## src/rtl/ful_mac_ctrl.sv

```systemverilog
// rtl/ful_mac_ctrl.sv - three-group MAC controller sweeping a weight ROM per output neuron
module ful_mac_ctrl #(
    parameter int N_FEAT = 30,
    parameter int N_OUT  = 16,
    parameter int FRAC   = 8
) (
    input  logic               clk,
    input  logic               rst,
    input  logic               start,
    input  logic               feat_wr_en,
    input  logic [4:0]         feat_wr_addr,
    input  logic signed [15:0] feat_wr_data [3:1],
    output logic [4:0]         count_ful,
    output logic [4:0]         count_finish,
    input  logic signed [15:0] weight_ful1 [3:1],
    output logic               busy,
    output logic               out_valid,
    output logic [4:0]         out_idx,
    output logic signed [15:0] out_data,
    output logic               done
);
    typedef enum logic {S_IDLE, S_RUN} state_t;

    state_t             state_q, state_d;
    logic [4:0]         count_ful_q, count_ful_d;
    logic [4:0]         count_finish_q, count_finish_d;
    logic signed [39:0] acc_q, acc_d;
    logic               out_valid_q, out_valid_d;
    logic               done_q, done_d;
    logic [4:0]         out_idx_q, out_idx_d;
    logic signed [15:0] out_data_q, out_data_d;
    logic signed [15:0] feat_q [1:3][1:N_FEAT];

    logic               feat_we;
    logic signed [31:0] prod [1:3];
    logic signed [39:0] total;
    logic signed [39:0] shifted;
    logic signed [15:0] sat;
    logic               last_step;
    logic               last_neuron;

    assign feat_we = (state_q == S_IDLE) && feat_wr_en &&
                     (feat_wr_addr != 5'd0) && (int'(feat_wr_addr) <= N_FEAT);

    always_ff @(posedge clk) begin
        if (rst) begin
            for (int g = 1; g <= 3; g++)
                for (int a = 1; a <= N_FEAT; a++)
                    feat_q[g][a] <= '0;
        end else if (feat_we) begin
            for (int g = 1; g <= 3; g++)
                feat_q[g][feat_wr_addr] <= feat_wr_data[g];
        end
    end

    // count_ful is only a valid buffer index in RUN, so products are gated there
    always_comb begin
        for (int g = 1; g <= 3; g++) begin
            prod[g] = 32'sd0;
            if (state_q == S_RUN)
                prod[g] = 32'(feat_q[g][count_ful_q]) * 32'(weight_ful1[g]);
        end
    end

    assign total   = acc_q + 40'(prod[1]) + 40'(prod[2]) + 40'(prod[3]);
    assign shifted = total >>> FRAC;

    always_comb begin
        sat = shifted[15:0];
        if (shifted > 40'sd32767)
            sat = 16'sh7fff;
        else if (shifted < -40'sd32768)
            sat = 16'sh8000;
    end

    assign last_step   = (count_ful_q == 5'(N_FEAT));
    assign last_neuron = (count_finish_q == 5'(N_OUT));

    always_comb begin
        state_d        = state_q;
        count_ful_d    = count_ful_q;
        count_finish_d = count_finish_q;
        acc_d          = acc_q;
        out_valid_d    = 1'b0;
        done_d         = 1'b0;
        out_idx_d      = out_idx_q;
        out_data_d     = out_data_q;
        case (state_q)
            S_IDLE: begin
                if (start) begin
                    state_d        = S_RUN;
                    count_ful_d    = 5'd1;
                    count_finish_d = 5'd1;
                    acc_d          = '0;
                end
            end
            S_RUN: begin
                if (last_step) begin
                    out_valid_d = 1'b1;
                    out_idx_d   = count_finish_q;
                    out_data_d  = sat;
                    acc_d       = '0;
                    if (last_neuron) begin
                        state_d        = S_IDLE;
                        done_d         = 1'b1;
                        count_ful_d    = 5'd0;
                        count_finish_d = 5'd0;
                    end else begin
                        count_ful_d    = 5'd1;
                        count_finish_d = count_finish_q + 5'd1;
                    end
                end else begin
                    acc_d       = total;
                    count_ful_d = count_ful_q + 5'd1;
                end
            end
            default: state_d = S_IDLE;
        endcase
    end

    always_ff @(posedge clk) begin
        if (rst) begin
            state_q        <= S_IDLE;
            count_ful_q    <= '0;
            count_finish_q <= '0;
            acc_q          <= '0;
            out_valid_q    <= 1'b0;
            done_q         <= 1'b0;
            out_idx_q      <= '0;
            out_data_q     <= '0;
        end else begin
            state_q        <= state_d;
            count_ful_q    <= count_ful_d;
            count_finish_q <= count_finish_d;
            acc_q          <= acc_d;
            out_valid_q    <= out_valid_d;
            done_q         <= done_d;
            out_idx_q      <= out_idx_d;
            out_data_q     <= out_data_d;
        end
    end

    assign count_ful    = count_ful_q;
    assign count_finish = count_finish_q;
    assign busy         = (state_q == S_RUN);
    assign out_valid    = out_valid_q;
    assign out_idx      = out_idx_q;
    assign out_data     = out_data_q;
    assign done         = done_q;

endmodule

```

## config.mk

```make
export PLATFORM = sky130hd
export DESIGN_NAME = ful_mac_ctrl
export DESIGN_NICKNAME = d
export VERILOG_FILES = /design/src/rtl/ful_mac_ctrl.sv
export SDC_FILE = /design/constraint.sdc
export NUM_CORES = 2
export LEC_CHECK = 0
export CAP_MARGIN = 20
export CORE_MARGIN = 3
export CORE_UTILIZATION = 45
export DETAILED_ROUTE_END_ITERATION = 16
export GPL_TIMING_DRIVEN = 0
export PLACE_DENSITY = 0.68
export SYNTH_ARGS = -nofsm -noshare
export SYNTH_HDL_FRONTEND = slang
export SYNTH_SLANG_ARGS = --single-unit
```

## constraint.sdc

```tcl
create_clock -name clk -period 35.3 [get_ports clk]
set_clock_uncertainty 0.1 [all_clocks]
set_input_delay 7.06 -clock clk [delete_from_list [all_inputs] [get_ports clk]]
set_output_delay 7.06 -clock clk [all_outputs]
set_load 0.01 [all_outputs]
```

==> qor.csv <==
stage;metric;value;unit
cells_and_area;fraction of layout instances using a drive strength above 1;10.17;%
clock_network;post-CTS resize count;0;
sta;highest clock frequency the design can meet;0.05277;GHz
sta;Relative slew margins;10.11;%
floorplan;horizontal die dimension;480.5;um
worst_setup_path;kind of capture point of the worst setup path;register;
synthesis;total number of yosys warnings;0;
clock_network;Post-CTS Setup Repair Bufs;0;
sta;fraction of the cycle the final worst path needs;53.68;%
worst_setup_path;count of cell instances traversed by the critical path;44;
synthesis;cell type contributing the most total cell area after synthesis;sky130_fd_sc_hd__edfxtp_1;
drt;met2 layer wire length in the routed design;157700;um
drt;routed length per placed instance;30.54;um
synthesis;cells taking the most area after synthesis;sky130_fd_sc_hd__edfxtp_1, sky130_fd_sc_hd__fa_1, sky130_fd_sc_hd__and2_1;
global_routing;overflow left after global routing;0;
synthesis;Cell Area, Synth;101300;um^2
global_routing;largest net degree at the start of global routing;45;
clock_network;Clock Root Buffer;sky130_fd_sc_hd__clkbuf_16;
synthesis;dominant synthesized flop cell;sky130_fd_sc_hd__edfxtp_1;
drt;amount of wire on met3 after detailed routing;50220;um
sta;count of final hold-check violations;0;
sta;setup TNS after final layout;0;ps
worst_setup_path;gate family responsible for the most delay along the worst path;adder cells;
place;final estimated routing congestion in global placement;0.9748;
floorplan;# IOs;139;
sta;minimum clock period after layout;18950;ps
drt;post-detailed-routing wire length;355000;um
global_routing;Total GRT Usage;30.64;%
clock_network;clock slew at reported path FFs;60;ps
worst_setup_path;Critical Path Start;weight_ful1[33];
worst_hold_path;worst min-delay path class;reg -> reg;
drt;Vias;69459;
worst_setup_path;master of the slowest instance on the critical path;sky130_fd_sc_hd__clkdlybuf4s50_1;
synthesis;number of nets in the synthesized netlist;9355;
drt;total iterations of the first detailed-routing run;9;
drt;M1 wire length;123800;um
synthesis;Cell variety after synth;74;
sta;setup repair after global routing missed its margin;no;
synthesis;top-area cell type share of the netlist area;42.67;%
synthesis;leading cell types by count after synthesis;sky130_fd_sc_hd__and2_1, sky130_fd_sc_hd__edfxtp_1, sky130_fd_sc_hd__inv_1, sky130_fd_sc_hd__fa_1, sky130_fd_sc_hd__clkbuf_1;
clock_network;count of H-tree levels built during CTS;4;
synthesis;number of standard cells after synthesis;8097;
worst_setup_path;worst endpoint data arrival time;19580;ps
floorplan;placeable core region;223200;um^2
drt;initial DRC count;9414;
sta;Final Max Slew Viols;0;
synthesis;most common cell in the synthesized netlist;sky130_fd_sc_hd__and2_1;
cells_and_area;area growth from synthesis to layout;12.25;%
floorplan;y dimension of the die;480.5;um
clock_network;clock latency on the worst-skew pair;850;ps
drt;Post-DRT Antenna Nets;0;
clock_network;number of sinks on the clock net;1514;
drt;via/cell ratio;5.976;
worst_setup_path;Reg-to-Reg Start;count_ful[0]$_SDFFE_PP0P_;
worst_setup_path;endpoint of the lowest-slack register-to-register path;out_data[7]$_SDFFE_PP0P_;
place;final HPWL from detailed placement;257100;um
sta;pin slew with the least headroom to its limit;1348;ps
worst_setup_path;last element of the critical path;out_data[7]$_SDFFE_PP0P_;
worst_setup_path;critical path startpoint category;input port;
synthesis;count of flip-flops with a built-in enable after synthesis;1440;
global_routing;global-route wire length before repair;499100;um
place;count of buffers from port buffering;89;
run_status;result of the run;finished clean;
worst_setup_path;number of buffer and inverter stages on the critical path;10;
synthesis;synthesized area per cell;12.51;um^2
synthesis;share of synthesized flip-flops with an asynchronous set or reset;0;%
synthesis;synthesized flop and latch total;1514;
clock_network;worst-case clock buffer depth;3;
sta;number of endpoints failing setup at the final stage;0;
worst_setup_path;crit path kind;in -> reg;
worst_setup_path;delay of the slowest critical-path stage;850;ps
worst_setup_path;flop-to-flop setup slack;18060;ps
clock_network;clock tree from TritonCTS;yes;
global_routing;via count of the first global-routing pass;69786;
worst_setup_path;most repeated library cell on the critical path;sky130_fd_sc_hd__fa_1;
floorplan;die footprint;230900;um^2
clock_network;CTS Buf Count;155;
global_routing;number of antenna violations at the first check in global routing;36;
cells_and_area;layout net count;9715;
worst_setup_path;number of cells on the worst reg-to-reg path;53;
floorplan;Initial Util;45.41;%
floorplan;site row count;173;
worst_setup_path;highest fanout seen on the critical path;10;
drt;number of design rule violations left after detail routing;0;
synthesis;Seq/Total Area, Yosys;44.14;%
run;total of max-cap violations;0;
clock_network;Post-CTS Hold Buffers;0;
worst_setup_path;required time of the critical path;35930;ps
drt;Highest Signal Layer;met5;
cell usage in the layout, fill, tap and decap left out, types with 10 or more instances in the layout:
master | Yosys | final
sky130_fd_sc_hd__and2_1 | 1835 | 1835
sky130_fd_sc_hd__edfxtp_1 | 1440 | 1440
sky130_fd_sc_hd__inv_1 | 929 | 929
sky130_fd_sc_hd__fa_1 | 864 | 864
sky130_fd_sc_hd__clkbuf_1 | 520 | 514
sky130_fd_sc_hd__nand2_1 | 497 | 497
sky130_fd_sc_hd__mux4_2 | 384 | 384
sky130_fd_sc_hd__ha_1 | 289 | 289
sky130_fd_sc_hd__a21oi_1 | 216 | 216
sky130_fd_sc_hd__nor2_1 | 181 | 181
sky130_fd_sc_hd__clkbuf_16 | 0 | 157
sky130_fd_sc_hd__o21ai_0 | 104 | 104
sky130_fd_sc_hd__xnor2_1 | 97 | 97
sky130_fd_sc_hd__mux2i_1 | 96 | 96
sky130_fd_sc_hd__clkdlybuf4s50_1 | 0 | 89
sky130_fd_sc_hd__dfxtp_1 | 74 | 74
sky130_fd_sc_hd__diode_2 | 0 | 63
sky130_fd_sc_hd__buf_8 | 0 | 63
sky130_fd_sc_hd__nand2b_1 | 51 | 51
sky130_fd_sc_hd__mux2_2 | 50 | 50
sky130_fd_sc_hd__clkinv_1 | 1 | 42
sky130_fd_sc_hd__a21o_1 | 40 | 40
sky130_fd_sc_hd__buf_16 | 0 | 40
sky130_fd_sc_hd__a22oi_1 | 38 | 38
sky130_fd_sc_hd__nand3_1 | 30 | 30
sky130_fd_sc_hd__or2_4 | 0 | 30
sky130_fd_sc_hd__xor2_1 | 28 | 28
sky130_fd_sc_hd__nor3_1 | 28 | 28
sky130_fd_sc_hd__clkinv_2 | 0 | 27
sky130_fd_sc_hd__buf_1 | 37 | 25
sky130_fd_sc_hd__clkbuf_2 | 0 | 25
sky130_fd_sc_hd__nor2b_1 | 19 | 19
sky130_fd_sc_hd__o21bai_1 | 18 | 18
sky130_fd_sc_hd__a211oi_1 | 18 | 18
sky130_fd_sc_hd__bufinv_16 | 0 | 18
sky130_fd_sc_hd__and3_1 | 17 | 17
sky130_fd_sc_hd__o21a_1 | 15 | 15
sky130_fd_sc_hd__buf_2 | 2 | 14
sky130_fd_sc_hd__nor3_2 | 10 | 10
final cells by class:
type                            instances  area (um^2)
Fill cell                           19073       109400
Multi-Input combinational cell       5093        51080
Sequential cell                      1514        44720
Clock buffer                          177         4014
Tap cell                             2975         3722
Inverter                              930         3491
Timing Repair Buffer                  203         3141
Buffer                                560         2155
Clock inverter                        108         1259
Antenna cell                           63        157.7
how the worst min path moves through the flow:
stage	start	endpoint	slack, ps	cells after the start
after detailed placement	out_data[15]$_SDFFE_PP0P_	out_data[15]$_SDFFE_PP0P_	350	2
after CTS	out_data[15]$_SDFFE_PP0P_	out_data[15]$_SDFFE_PP0P_	360	2
after global routing	out_idx[2]$_SDFFE_PP0P_	out_idx[2]$_SDFFE_PP0P_	380	2
after global placement	out_idx[1]$_SDFFE_PP0P_	out_idx[1]$_SDFFE_PP0P_	340	2
final	out_data[15]$_SDFFE_PP0P_	out_data[15]$_SDFFE_PP0P_	360	2
after floorplan	acc_q[25]$_SDFFE_PP0P_	acc_q[25]$_SDFFE_PP0P_	350	2
stage by stage:
step           utilization, %  cells  hold slack (ps)  worst slack [ps]  instance area (um^2)
2_1_floorplan               -   8097            354.4             18450                101300
3_3_place_gp            47.47  11161            343.6             15850                105900
3_5_place_dp            48.46  11264            348.2             15860                108100
4_1_cts                 50.82  11549            356.6             16650                113400
5_1_grt                 50.92  11578            378.8             15590                113600
6_report                50.97  11623            357.0             16350                113700
worst reg2reg max path, delay by kind of cell, from the launching register on:
kind                       cells  cell delay [ps]
muxes                          2              770
AOI/OAI and AO/OA             16             4030
DFF                            1              660
xor gates and xnor gates       1              160
buffers and inverters         15             5080
adders and majority gates     10             4540
and+or+nand+nor                9             1800
registers in the layout (all words and copies together) (netlist names):
| signal | flops |
|---|---|
| count_ful | 5 |
| out_idx | 5 |
| out_data | 16 |
| acc_q | 40 |
| count_finish | 5 |
| feat_q | 1440 |
| busy | 1 |
| out_valid | 1 |
| done | 1 |
metal layers:
layer	GRT usage [%]	vias to the layer above
li1	-	27811
met5	0	-
met4	16.72	18
met2	46.46	5060
met3	10.60	1148
met1	38.60	35422
kinds of logic after synthesis:
| logic type | share of synthesized area [%] |
|---|---|
| compound gates | 3.164 |
| mux | 10.05 |
| fa+ha+maj | 20.64 |
| flops | 44.14 |
| buf+inv | 5.526 |
| simple gates | 15.38 |
| xor+xnor | 1.103 |
Power is left out: the tool's default activity adds up to more than one toggle a clock period on the data nets, which glitch-free logic cannot reach.
